===== config.mk =====
export PLATFORM = sky130hd
export DESIGN_NAME = fifo_ctrl
export DESIGN_NICKNAME = d
export VERILOG_FILES = /design/src/rtl/fifo_ctrl.sv
export SDC_FILE = /design/constraint.sdc
export NUM_CORES = 1
export LEC_CHECK = 0
export BUFFER_PORTS_ARGS = -buffer_cell sky130_fd_sc_hd__buf_2
export CORE_MARGIN = 2
export CORE_UTILIZATION = 45
export DETAILED_ROUTE_END_ITERATION = 7
export PLACE_DENSITY = 0.67
export SLEW_MARGIN = 20
export SYNTH_ARGS = -nofsm -noshare
export SYNTH_HDL_FRONTEND = slang
export SYNTH_SLANG_ARGS = --single-unit

===== constraint.sdc =====
create_clock -name clk_in -period 4.67 [get_ports clk_in]
set_input_delay 0.467 -clock clk_in [delete_from_list [all_inputs] [get_ports clk_in]]
set_output_delay 0.467 -clock clk_in [all_outputs]
set_load 0.01 [all_outputs]

===== src/rtl/fifo_ctrl.sv =====
// FIFO pointer/flag controller driving an external RAM with one-cycle read latency.
// Optional sticky overflow/underflow flags are built when FIFO_CTRL_ERR_FLAGS_EN is defined.
module fifo_ctrl #(
  parameter int unsigned DEEP   = 8,
  parameter int unsigned AF_LVL = 2**DEEP - 2,
  parameter int unsigned AE_LVL = 2
) (
  input  logic            clk_in,
  input  logic            rst,
  input  logic            w_req,
  input  logic            r_req,
  output logic            w_en,
  output logic            r_en,
  output logic [DEEP-1:0] address_w,
  output logic [DEEP-1:0] address_r,
  output logic            data_valid,
  output logic            full,
  output logic            empty,
  output logic            almost_full,
  output logic            almost_empty,
  output logic [DEEP:0]   count,
  output logic            overflow,
  output logic            underflow
);

  localparam logic [DEEP:0] ONE    = {{DEEP{1'b0}}, 1'b1};
  localparam logic [DEEP:0] AF_CNT = AF_LVL[DEEP:0];
  localparam logic [DEEP:0] AE_CNT = AE_LVL[DEEP:0];

  logic [DEEP:0] wp_q, wp_d;
  logic [DEEP:0] rp_q, rp_d;
  logic [DEEP:0] count_q, count_d;
  logic          data_valid_q, data_valid_d;

  // Flags come from registered pointers only; strobes are gated off during reset.
  always_comb begin
    empty = (wp_q == rp_q);
    full  = (wp_q[DEEP] != rp_q[DEEP]) && (wp_q[DEEP-1:0] == rp_q[DEEP-1:0]);
    w_en  = w_req & ~full & ~rst;
    r_en  = r_req & ~empty & ~rst;

    wp_d         = w_en ? wp_q + ONE : wp_q;
    rp_d         = r_en ? rp_q + ONE : rp_q;
    data_valid_d = r_en;

    count_d = count_q;
    case ({w_en, r_en})
      2'b10:   count_d = count_q + ONE;
      2'b01:   count_d = count_q - ONE;
      default: count_d = count_q;
    endcase
  end

  always_ff @(posedge clk_in) begin
    if (rst) begin
      wp_q         <= '0;
      rp_q         <= '0;
      count_q      <= '0;
      data_valid_q <= 1'b0;
    end else begin
      wp_q         <= wp_d;
      rp_q         <= rp_d;
      count_q      <= count_d;
      data_valid_q <= data_valid_d;
    end
  end

  assign address_w    = wp_q[DEEP-1:0];
  assign address_r    = rp_q[DEEP-1:0];
  assign count        = count_q;
  assign data_valid   = data_valid_q;
  assign almost_full  = (count_q >= AF_CNT);
  assign almost_empty = (count_q <= AE_CNT);

`ifdef FIFO_CTRL_ERR_FLAGS_EN
  logic overflow_q, overflow_d;
  logic underflow_q, underflow_d;

  always_comb begin
    overflow_d  = overflow_q | (w_req & full);
    underflow_d = underflow_q | (r_req & empty);
  end

  always_ff @(posedge clk_in) begin
    if (rst) begin
      overflow_q  <= 1'b0;
      underflow_q <= 1'b0;
    end else begin
      overflow_q  <= overflow_d;
      underflow_q <= underflow_d;
    end
  end

  assign overflow  = overflow_q;
  assign underflow = underflow_q;
`else
  assign overflow  = 1'b0;
  assign underflow = 1'b0;
`endif

endmodule


# --- Yosys cells after proc, flatten, opt, wreduce, memory -nomap -nowiden ---
# Cells that the tools add are included.
word_totals:
  input_bits: 4
  register_bits: 28
  output_inout_bits: 34
  wordCells: 25
op_classes:
  mux: 1
  n_lt_le_gt_ge: 2
  reduce_logical: 2
  addsub: 4
  n_bitwise: 7
  eq_ne: 5
ops:
  columns: ["op", "n"]
  rows:
  - ["adder 9 x 1 -> 9 bit (second input constant)", 3]
  - ["one-hot mux 9 bit (2 select lines)", 1]
  - ["equality test 9 bit", 1]
  - ["greater-or-equal comparator 9 x 8 -> 1 bit (second input constant)", 1]
  - ["<= comparator 9 x 2 -> 1 bit (second input constant)", 1]
  - ["subtractor 9 x 1 -> 9 bit (second input constant)", 1]
  - ["equality test 8 bit", 1]
  - ["bitwise AND 1 bit", 4]
  - ["inverter 1 bit", 3]
  - ["equality test 2 x 1 -> 1 bit (second input constant)", 1]
  - ["equality test 2 bit (second input constant)", 1]
  - ["nonzero test 2 bit", 1]
  - ["logical AND 1 bit", 1]
  - ["!= test 1 bit", 1]

# --- Longest topological paths before layout ---
depth:
  ltp_word: 7
  depth_mapped: 12
  depth_no_buf: 11

# --- Least setup slack after synthesis ---
# OpenSTA, ideal clock, no wires.
synth_timing:
  path_kind: "register to register"
  from: "reg rp_q[0]"
  to: "reg count_q[8] (netlist: count[8])"
  setup_time_ns: 0.121
  path_buffers: 1
  path_stages_with_launch: 13
  synth_period_minus_slack_ns: 3.103
  slack_ns: 1.567
  required_time_ns: 4.549
  t_arrival_ns: 2.982
  path_cell_list: "dfxtp_1 > xnor2_1 > nand4_2 > o31ai_4 > buf_6 > nor2_1 > ha_1 > fa_1 > a21o_1 > a22oi_1 > a21oi_1 > mux2i_1 > mux2_2"
synth_via:
  word_cells_on_any_way: 13
  classes_between: "4 x eq/ne; 1 x mux; 6 x bitwise; 2 x reduce/logical"
synth_rtl:
  columns: ["element", "line_no", "source"]
  rows:
  - ["from (decl)", "31", "logic [DEEP:0] rp_q, rp_d;"]
  - ["from (signal assigned)", "62", "rp_q <= rp_d;"]
  - ["equality test 9 bit (*)", "37", "empty = (wp_q == rp_q);"]
  - ["inverter 1 bit (*)", "40", "r_en = r_req & ~empty & ~rst;"]
  - ["bitwise AND 1 bit (*) (2 in series)", "40", null]
  - ["named net r_en", "13", "output logic r_en,"]
  - ["equality test 2 x 1 -> 1 bit / equality test 2 bit (equally long branches)", "47", "case ({w_en, r_en})"]
  - ["one-hot mux 9 bit (2 select lines) / nonzero test 2 bit (equally long branches)", null, null]
  - ["to (signal assigned)", "63", "count_q <= count_d;"]
  - ["to (decl)", "32", "logic [DEEP:0] count_q, count_d;"]
# Mark *: on every way through the listed nets, which the timed path passes. The rest lies on a longest branch.
# A chain may end at the register's enable or synchronous reset.

# --- Final worst setup path ---
layout_timing:
  from: "reg rp_q[4]"
  to: "reg count_q[8] (netlist: count[8])"
layout_via:
  elab_chain_len: 7
  word_cells_on_any_way: 13
  classes_between: "4 x eq/ne; 1 x mux; 6 x bitwise; 2 x reduce/logical"
layout_rtl:
  columns: ["element", "line_no", "source"]
  rows:
  - ["equality test 8 bit", "38", "full = (wp_q[DEEP] != rp_q[DEEP]) && (wp_q[DEEP-1:0] == rp_q[DEEP-1:0]);"]
  - ["logical AND 1 bit", "38", null]
  - ["inverter 1 bit", "39", "w_en = w_req & ~full & ~rst;"]
  - ["bitwise AND 1 bit (2 in series)", "39", null]
  - ["equality test 2 x 1 -> 1 bit / equality test 2 bit (equally long branches)", "47", null]
  - ["one-hot mux 9 bit (2 select lines) / nonzero test 2 bit (equally long branches)", null, null]
# Several ways; a longest one is shown, not always the timed one.

==> summary.md <==
| Metric | Value |
|---|---|
| Status | finished, final reports clean |
| DR DRC count | 0 |
| Synth Area in Compound Gates | 0.1804 |
| Critical Path RT | 4.85 ns |
| Clock tree sinks | 28 |
| Area of the multi-input gates | 1084 sq um |
| Post-synth EDFFs | 0 |
| Crit share post-route | 0.7197 |
| Vias | 1473 |
| Remaining Overflow, GRT | 0 |
| CP max stage delay | 0.47 ns |
| Final wirelength | 3597 um |
| Largest net degree at the start of global routing | 34 |
| Hold Crit Class | reg -> reg |
| Root Driver | clkbuf_8 |
| Pwr Density | 325.2 nW/um^2 |
| CP endpoint kind | flip-flop |
| Hold-fix buffers at CTS | 0 |
| WP buf/inv | 1 |
| Post-Synth Simple-Gate Area | 0.1989 |
| Cells after Synth | 210 |
| CTS Buffer Depth | 2 |
| Overall routing resource usage | 0.1729 |
| Setup_tns | 0 ns |
| Post-synth top flop | dfxtp_1 |
| Post-DP HPWL | 2603 um |
| WS Path Type | reg -> reg |
| Register area | 560.5 sq um |
| Max-slew headroom | 0.6074 |
| DRT Pass-1 Iters | 4 |
| Initial antenna violation count | 0 |
| Final ANT Viol Nets | 0 |
| Share of post-route cells with drive strength above 1 | 0.2281 |
| RSZ-0062 raised after global routing | false |
| Final cell count without fillers | 278 |
| N_diodes | 0 |
| Clk_lat worst skew | 0.29 ns |
| Multiplexer share of the synthesized area | 0.04458 |
| Per-cell routed wire length | 12.94 um |
| Worst Path Max Fanout | 17 |
| Slowest CP cell | dfxtp_1 |
| Yosys top cell area share | 0.3073 |
| GP Congestion | 0.8473 |
| Largest family of logic cells by synthesized area | simple AND/OR/NAND/NOR gates |
| Most frequent cells in the layout | buf_2, dfxtp_1, nor2_1 |
| Top cell by count, worst path | ha_1 |
| Commonest non-fill, non-tap cell in the layout | buf_2 |
| Crit-path cells | xnor2_1, nand4_2, o31ai_4, buf_4, or2_2, ha_1, ha_1, a21o_1, a22oi_1, a21oi_1, mux2i_1, mux2_2 |
| WP data arrival | 3.54 ns |
| Post-CTS Repair Setup Buffers | 0 |
| Top delay family on crit path | compound AO/OA/AOI/OAI gates |
| FF+latch count, synth | 28 |
| Die area | 4579 sq um |
| H-tree levels | 1 |
| Nets@finish | 244 |
| Max cap viols | 0 |
| CTS tree | built |
| Vias per cell | 5.299 |
| Final hold vios | 0 |
| Fill count | 372 |
| Mapped Area | 1824 sq um |
| Yosys cell types | 42 |
| XOR/XNOR share of the synthesized area | 0.08642 |
| CTS clock-pin slew for the worst setup and hold paths | 0.11 ns |
| CTS Buf Count | 3 |
| # rows | 23 |
| Worst Skew | 0.01075 ns |
| Least-Margin Pin Slew | 0.5889 ns |
| Die Y | 67.67 um |
| Slew Viols, Final | 0 |
| Synth warn | 0 |
| Placeable Area | 3943 sq um |
| Synth area leader | dfxtp_1 |
| Initial drt markers | 78 |
| Max VDD drop | 0.0002550 V |
| Post-Synth Adder-Cell Area | 0.07956 |
| Die Width | 67.67 um |
| First-pass GRT wire length | 6030 um |
| Syn_area_per_cell | 8.687 sq um |
| Ports | 38 |
| Vias in the first global route | 1330 |
| Highest Clock Rate | 0.2975 GHz |
| Top cells by area, synth | dfxtp_1, buf_4, ha_1, xnor2_1, a21oi_1 |
| Seq/Total Area, Yosys | 0.3073 |
| CP Launch Type | flip-flop |
| Port buffer count | 35 |
| P&R area growth vs syn | 8.710% |
| Initial Utilization | 0.4627 |
| Fin crit period | 3.361 ns |
| P_leak | 0.8569 nW |
| Setup violations, final | 0 |
| Resize count post-CTS | 0 |
| Async S/R FF share, synth | 0 |
| Placed cell count | 274 |
[worst min-delay path, delay by kind of cell (launching register included)]
kind / cells / cell delay [ns]
DFF: 1 / 0.37
AOI/OAI and AO/OA: 2 / 0.14
[area by class of cell]
cell class                      instances  area share
Tap cell                               50     0.03155
Timing Repair Buffer                   37     0.09590
Clock buffer                            3     0.02082
Inverter                                4    0.007571
Multi-Input combinational cell        155      0.5464
Clock inverter                          1     0.01514
Sequential cell                        28      0.2827
[sequential cells by signal, indices dropped and copies added (netlist names)]
name / cells
count: 9
wp_q: 9
rp_q: 9
data_valid: 1
[synthesized netlist by cell type (2+ instances only)]
library cell	number
dfxtp_1	28
nor2_1	21
a21oi_1	19
buf_4	19
xnor2_1	14
ha_1	10
nand2_1	9
mux2i_1	7
nand3_1	7
o21ai_1	6
o31ai_1	6
or3_1	6
or4_1	6
inv_1	4
xor2_1	4
a21o_1	3
clkbuf_1	3
nand4_1	3
or2_2	3
or3_2	3
nand4_2	2
nor2b_1	2
nor3_1	2
nor4_1	2
o21a_1	2
o21ai_0	2
o31ai_4	2
[per-stage QoR]
step	power, mW	hold WS, ns	area [sq um]	setup slack, ns	utilization
after CTS	0.6515	0.5408	1983	1.315	0.5030
final	0.6448	0.5427	1983	1.309	0.5030
after global placement	0.4528	0.5160	1912	1.423	0.4849
after detailed placement	0.4532	0.5242	1912	1.386	0.4849
after global routing	0.6815	0.5724	1983	1.039	0.5030
after floorplan	0.4150	0.4879	1828	1.567	-
[final timing paths]
check | startpoint | slack, ns | end | depth (start not counted)
worst min register to register | wp_q[8]$_SDFFE_PP0P_ | 0.54 | wp_q[8]$_SDFFE_PP0P_ | 2
worst max register to register | rp_q[4]$_SDFFE_PP0P_ | 1.31 | count[8]$_SDFFE_PP0P_ | 12
worst max-delay path | rp_q[4]$_SDFFE_PP0P_ | 1.31 | count[8]$_SDFFE_PP0P_ | 12
worst min-delay path | wp_q[8]$_SDFFE_PP0P_ | 0.54 | wp_q[8]$_SDFFE_PP0P_ | 2
[per-layer routing]
metal / up-vias / share of wire / track usage
met4: 0 / 0.010 / 0.03316
li1: 778 / - / -
met3: 4 / 0.046 / 0.04333
met5: - / 0 / 0
met2: 30 / 0.48 / 0.2978
met1: 661 / 0.46 / 0.2181
[power breakdown]
| part | switching, mW | leakage (nW) | internal, mW |
|---|---|---|---|
| sequential | 0.0219 | 0.227 | 0.253 |
| clock | 0.0826 | 0.0357 | 0.115 |
| combinational | 0.0977 | 0.594 | 0.0744 |
[logic make-up after synthesis]
group | after synthesis
muxes | 8
DFF | 28
buffers and inverters | 28
xor gates and xnor gates | 18
AOI/OAI and AO/OA | 48
and+or+nand+nor | 68
other | 1
adders and majority gates | 11
Note: power is estimated with default switching activity, not from simulation.
